--- config.mk ---
export PLATFORM = sky130hd
export DESIGN_NAME = board_keeper
export DESIGN_NICKNAME = d
export VERILOG_FILES = /design/src/rtl/board_keeper.sv
export SDC_FILE = /design/constraint.sdc
export NUM_CORES = 1
export LEC_CHECK = 0
export ABC_AREA = 1
export CORE_MARGIN = 8
export CORE_UTILIZATION = 50
export CTS_BUF_LIST = sky130_fd_sc_hd__clkbuf_4 sky130_fd_sc_hd__clkbuf_8
export DETAILED_ROUTE_END_ITERATION = 7
export HOLD_SLACK_MARGIN = 0.03
export PLACE_DENSITY = 0.87
export RECOVER_POWER = 50
export SETUP_SLACK_MARGIN = 0.02
export SLEW_MARGIN = 30
export SYNTH_ARGS = -nofsm -noshare
export SYNTH_HDL_FRONTEND = slang
export SYNTH_SLANG_ARGS = --single-unit
--- constraint.sdc ---
create_clock -name clk -period 4.65 [get_ports clk]
set_clock_uncertainty 0.2 [all_clocks]
set_input_delay 0.93 -clock clk [delete_from_list [all_inputs] [get_ports clk]]
set_output_delay 0.93 -clock clk [all_outputs]
set_load 0.005 [all_outputs]
--- src/rtl/board_keeper.sv ---
// 2048 board state register: accepts post-move boards, rejects no-op moves,
// and spawns one tile into a pseudo-randomly chosen empty cell.
module board_keeper #(
    parameter logic [15:0] SEED  = 16'hACE1,
    parameter int unsigned CNT_W = 16
) (
    input  logic             clk,
    input  logic             rst,
    input  logic             move_valid,
    input  logic [63:0]      move_board,
    output logic [63:0]      slots,
    output logic             busy,
    output logic             spawned,
    output logic             no_change,
    output logic             board_full,
    output logic [CNT_W-1:0] move_count
);

    typedef enum logic [1:0] {IDLE, LATCH, SCAN} state_t;

    state_t      state, state_nx;
    logic [15:0] lfsr;
    logic        lfsr_fb;
    logic [1:0]  pending;
    logic [3:0]  start_idx;
    logic [3:0]  scan_off;
    logic [3:0]  cell_idx;
    logic [3:0]  cell_val;
    logic        four_sel;
    logic        accept;
    logic        reject;
    logic        hit;

    assign lfsr_fb  = lfsr[15] ^ lfsr[13] ^ lfsr[12] ^ lfsr[10];
    assign cell_idx = start_idx + scan_off;
    assign cell_val = slots[{cell_idx, 2'b00} +: 4];
    assign accept   = (state == IDLE) && move_valid && (move_board != slots);
    assign reject   = (state == IDLE) && move_valid && (move_board == slots);
    assign hit      = (state == SCAN) && (cell_val == 4'd0);

    always_ff @(posedge clk) begin
        if (rst) state <= LATCH;
        else     state <= state_nx;
    end

    always_comb begin
        state_nx = state;
        case (state)
            IDLE:  if (accept) state_nx = LATCH;
            LATCH: state_nx = SCAN;
            SCAN: begin
                // pending > 1 means another spawn is still owed after this one
                if (hit)                   state_nx = (pending > 2'd1) ? LATCH : IDLE;
                else if (scan_off == 4'hF) state_nx = IDLE;
            end
            default: state_nx = IDLE;
        endcase
    end

    always_comb begin
        busy       = (state != IDLE);
        board_full = 1'b1;
        for (int unsigned i = 0; i < 16; i++) begin
            if (slots[4*i +: 4] == 4'd0) board_full = 1'b0;
        end
    end

    always_ff @(posedge clk) begin
        if (rst) begin
            slots      <= '0;
            spawned    <= 1'b0;
            no_change  <= 1'b0;
            move_count <= '0;
            lfsr       <= SEED;
            pending    <= 2'd2;
            start_idx  <= '0;
            scan_off   <= '0;
            four_sel   <= 1'b0;
        end else begin
            lfsr      <= (lfsr == 16'd0) ? SEED : {lfsr[14:0], lfsr_fb};
            spawned   <= 1'b0;
            no_change <= reject;
            case (state)
                IDLE: begin
                    if (accept) begin
                        slots   <= move_board;
                        pending <= 2'd1;
                        if (move_count != '1) move_count <= move_count + 1'b1;
                    end
                end
                LATCH: begin
                    start_idx <= lfsr[3:0];
                    four_sel  <= (lfsr[7:4] == 4'd0);
                    scan_off  <= '0;
                end
                SCAN: begin
                    if (hit) begin
                        slots[{cell_idx, 2'b00} +: 4] <= four_sel ? 4'd2 : 4'd1;
                        spawned <= 1'b1;
                        pending <= pending - 2'd1;
                    end else if (scan_off == 4'hF) begin
                        pending <= 2'd0;
                    end else begin
                        scan_off <= scan_off + 4'd1;
                    end
                end
                default: ;
            endcase
        end
    end

endmodule
# After elaboration in Yosys (flattened, before gate mapping)
# Cells that the tools add are included.
[classes]
n_addsub = 5
n_eq_ne = 11
reduce_logical = 34
magnitude_cmp = 1
mux = 32
bitwise_logic = 4
n_shift = 3
[op_table]
columns = ["operator", "count"]
rows = [
  ["$mux W64", 2],
  ["$pmux W64 S2", 1],
  ["$logic_not A4 Y1", 18],
  ["$bwmux W64", 1],
  ["$eq A64 B64 Y1", 1],
  ["$ne A64 B64 Y1", 1],
  ["$shift A4 B8 Y64 const A", 1],
  ["$shiftx A4 B8 Y64", 1],
  ["$shiftx A64 B7 Y4", 1],
  ["$mux W1", 18],
  ["$add A16 B1 Y16 const B", 1],
  ["$logic_not A16 Y1", 1],
  ["$ne A16 B16 Y1 const B", 1],
  ["$reduce_and A3 Y1", 4],
  ["$mux W2", 5],
  ["$mux W4", 2],
  ["$ne A2 B2 Y1 const B", 4],
  ["$neg A6 Y8", 1],
  ["$pmux W4 S2", 1],
  ["$pmux W2 S3", 1],
  ["$reduce_bool A2 Y1", 3],
  ["$add A4 B1 Y4 const B", 1],
  ["$add A4 B4 Y4", 1],
  ["$eq A4 B4 Y1 const B", 1],
  ["other kinds (12)", 18],
]
[word_totals]
input_bits = 67
wordCells = 100
register_bits = 111
out_inout_bits = 84

# Longest topological paths before layout
[depth]
depth_word = 17
mapped_depth = 18
ltp_nobuf = 17

# Worst setup path before layout
# No wires, ideal clock.
[synth_timing]
path_type = "reg2reg"
start = "register scan_off[0]"
end = "register slots[62]"
arrival_time_ps = 2362
slack_ps = 1956
path_stages_with_launch = 16
t_required_ps = 4318
setup_ps = 132
period_less_slack_ps = 2694
path_buffers = 1
path_cell_list = "dfxtp_1 > ha_1 > inv_1 > fa_1 > buf_4 > inv_2 > nor2_2 > nand2_1 > inv_1 > nand2_1 > nand2_2 > nand2_1 > o21ai_0 > nand2_1 > nand2_1 > a21oi_1"
[synth_between]
elab_chain_cells = 6
elab_cells_between_ends = 12
cone_classes = "add/sub: 2; eq/ne: 1; shift: 3; mux: 3; reduce/logical: 3"
[synth_lines]
columns = ["element", "line", "rtl"]
rows = [
  ["from (decl)", "26", "logic [3:0] scan_off;"],
  ["from (signal assigned)", "104", "scan_off <= scan_off + 4'd1;"],
  ["$add A4 B4 Y4 (*)", "35", "assign cell_idx = start_idx + scan_off;"],
  ["$neg A6 Y8 or $shiftx A64 B7 Y4 (tied branches)", "98, 36", ""],
  ["$shiftx A4 B8 Y64, or another cell as far along", "98", "slots[{cell_idx, 2'b00} +: 4] <= four_sel ? 4'd2 : 4'd1;"],
  ["$bwmux W64 or $logic_and A1 B1 Y1 (tied branches)", "98, 39", ""],
  ["$mux W64 or $ne A2 B2 Y1 (tied branches)", "n/a", ""],
  ["$pmux W64 S2 or $reduce_and A3 Y1 (tied branches)", "n/a", ""],
  ["to (signal assigned)", "86", "slots <= move_board;"],
  ["to (signal, indexed assignment)", "98", ""],
  ["to (decl)", "11", "output logic [63:0] slots,"],
]
# Every way passes the cells marked *; elsewhere a longest branch is shown, timed or not. The select of a mux whose other input is x is not followed.
# A chain may end at the register's enable or synchronous reset.

# Final worst setup path
[layout_timing]
start = "register slots[14]"
end = "output board_full"
[layout_between]
elab_chain_cells = 14
[layout_lines]
columns = ["element", "line", "rtl"]
rows = [
  ["$logic_not A4 Y1", "64", "if (slots[4*i +: 4] == 4'd0) board_full = 1'b0;"],
  ["$mux W1 (13 in a row)", "64", ""],
  ["to (decl)", "15", "output logic board_full,"],
]
# Every way passes these cells.

==> results.tsv <==
metric	value	unit
Hold Startpoint	lfsr[8]$_SDFF_PP0_	
sw frac	0.410	
Tmin final	3.64	ns
initial cell density of the core	0.511	
Sequential Power Share	0.386	
r2r endpoint	slots[43]$_SDFFE_PP0P_	
hpwl dp	16300	µm
Sw Pwr	1260	µW
P_int	1810	µW
Final setup viols	0	
#FFs+latches synth	111	
final WL	21600	µm
final hold slack	0.234	ns
Pleak	0.00411	µW
most common flop cell mapped by yosys	dfxtp_1	
count of cell types in the netlist	38	
Worst Max-Slew Pin Slew	1.36	ns
outcome	complete, no violations	
via count	7965	
CP Launch Type	flop	
nature of the critical path endpoint	output pin	
Die W	135	µm
Reg area	0.00222	mm²
worst reg-to-reg setup slack	1.13	ns
CP max FO	6	
CP most frequent cell	nor4_1	
YS warnings	0	
Synth-to-Final Area Change	25.1	%
Via density	5.30	
multi-input logic area	0.00406	mm²
Post-synth EDFFs	0	
Filler Cells Inserted	1292	
Placer Congestion	0.939	
met3 WL	2150	µm
commonest non-fill, non-tap cell in the layout	nand2_1	
CP Depth	5	
initial antenna violation count	0	
ANT nets after route	0	
Max Slew Vio Count	0	
Peak Freq	275	MHz
RSZ-0062 raised after global routing	false	
Hold/Removal Path Class	flop to flop	
Critical Path RT	3.52	ns
Synth Net Count	1265	
number of port buffers	150	
relative slew slack	0.0890	
Yosys top cell area share	0.314	
setup TNS	0	ns
clock-pin slew on the worst setup and hold paths	0.11	ns
pwr/cell area	346	mW/mm²
power share of the clock group	0.202	
Worst Path Buf+Inv	1	
Gate Count Post-Synth	1188	
top cells by area, synth	dfxtp_1, nand2_1, nor2_1	
core box area	0.0139	mm²
maximum clock path buffer count	2	
Hold Path Stages	2	
Clock Tree Root	clkbuf_8	
peak supply drop	0.224	mV
ys async rst share	0	
crit path cell chain	nor4_1, nor4_1, nand2_1, nor4_1, clkdlybuf4s50_1	
DRT met1 WL	8850	µm
Seq/Total Area, Yosys	0.314	
final instance area	0.00887	mm²
DP Area	0.00867	mm²
hold-fix buffer count after cts	0	
Num CTS Buffers	9	
Worst path slowest cell	nor4_1	
critical path type	flop to output pin	
H-tree Lvls	3	
reg-to-reg critical path startpoint	scan_off[0]$_SDFFE_PP0P_	
first-pass detailed-route iteration total	5	
Hold Path End	lfsr[9]$_SDFF_PP0_	
GRT Total Usage	0.234	
# IOs	151	
clock latency on the worst-skew pair	0.41	ns
# Post-CTS Setup Buffers	0	
Die Height	135	µm
Final period util	0.783	
highest routed layer	met4	
synthesized area	0.00709	mm²
CTS tree	yes	
most frequent cells in the layout	nand2_1, nor2_1, inv_1	
vias in the first global route	7314	
DRC Markers	0	
Iter 0 DRT Violations	847	
CP delay by family, top	simple AND/OR/NAND/NOR gates	
Antenna Cells	0	
Worst path max stage delay	0.66	ns
Row Count	43	
Worst EP arrival	2.51	ns
first-pass GRT wire length	35100	µm
Reg2Reg Depth	14	
largest net degree at the start of global routing	61	
Synth Area per Inst	5.97	µm²
GRT overflow	0	
full die area	0.0182	mm²
fin nets	1396	
post-cts resize count	0	
share of layout cells above drive strength 1	0.0476	
Routed WL per cell	14.4	µm
Final Hold Viols	0	
wire length on met2	9840	µm
CTS Sinks	111	
top cell type by total area after synthesis	dfxtp_1	
maxcap violations	0	
combinational power share	0.412	
[tightest hold or removal path, stage by stage, from the launching register on]
cell and delay, ns:
dfxtp_1 0.33, inv_1 0.05, nor2_1 0.03
[power groups by stage]
stage	clock network [µW]	registers, µW	logic (µW)
3_5_place_dp	0	1210	1280
3_3_place_gp	0	1200	1250
2_1_floorplan	0	1180	856
5_1_grt	664	1200	1410
6_report	620	1180	1270
4_1_cts	627	1180	1280
[synth_stat cells (2+ instances only)]
cell type  number
nor2_1        145
nor3_1         13
xnor2_1         6
ha_1            9
o21ai_0        27
nand3b_1        9
nor4_1         16
buf_4           6
o22ai_1         3
o211ai_2        2
o21ai_1        12
o211ai_1        2
nand3_2         3
xor2_1         20
nand2_1       393
buf_6           6
inv_1         141
dfxtp_1       111
nand4_1         8
a21oi_1       103
clkbuf_1       18
nand3_1        88
buf_2           7
inv_2          15
clkinv_1        2
or2_2           8
nand2_2         4
[metrics by stage]
stage | cells | worst slack, ns | utilization | power, µW
6_report | 1504 | 1.01 | 0.639 | 3070
4_1_cts | 1504 | 1.01 | 0.639 | 3090
3_5_place_dp | 1488 | 0.732 | 0.625 | 2480
5_1_grt | 1504 | 0.882 | 0.639 | 3270
2_1_floorplan | 1188 | 1.96 | - | 2040
3_3_place_gp | 1488 | 0.830 | 0.624 | 2450
[registers in the layout, summed over array words and instances (netlist names)]
register	count
slots	64
lfsr	16
move_count	16
scan_off	4
start_idx	4
pending	2
state	2
four_sel	1
no_change	1
spawned	1
[kinds of logic (layout without fill, tap and decap cells)]
group,after synthesis,count (layout),synth area share
compound gates,152,152,0.112
xor+xnor,26,26,0.0321
fa+ha+maj,10,10,0.0187
buf+inv,196,332,0.115
flops,111,111,0.314
simple gates,693,693,0.409
[worst max-delay path by stage]
stage / start / end / slack (ns)
finish: slots[14]$_SDFFE_PP0P_ / board_full / 1.01
global route: move_board[61] / move_count[8]$_SDFFE_PP0P_ / 0.88
CTS: slots[9]$_SDFFE_PP0P_ / board_full / 1.01
detailed placement: move_board[3] / move_count[11]$_SDFFE_PP0P_ / 0.73
global placement: move_board[3] / move_count[14]$_SDFFE_PP0P_ / 0.83
floorplan: scan_off[0]$_SDFFE_PP0P_ / slots[62]$_SDFFE_PP0P_ / 1.96
[routing by layer]
metal  vias to the layer above  track usage
met5                         -            0
met4                         0        0.107
met3                        64       0.0702
met2                       352        0.378
met1                      3552        0.281
li1                       3997            -
[layout make-up]
cell class                 instances  share of cell area
sequential                       111               0.251
clock inverter                     7             0.00875
tap                              180              0.0254
timing repair buffer             157               0.176
multi-input combinational        881               0.458
clock buffer                       9              0.0140
inverter                         159              0.0677
No activity file was read; power rests on OpenSTA's default activity.
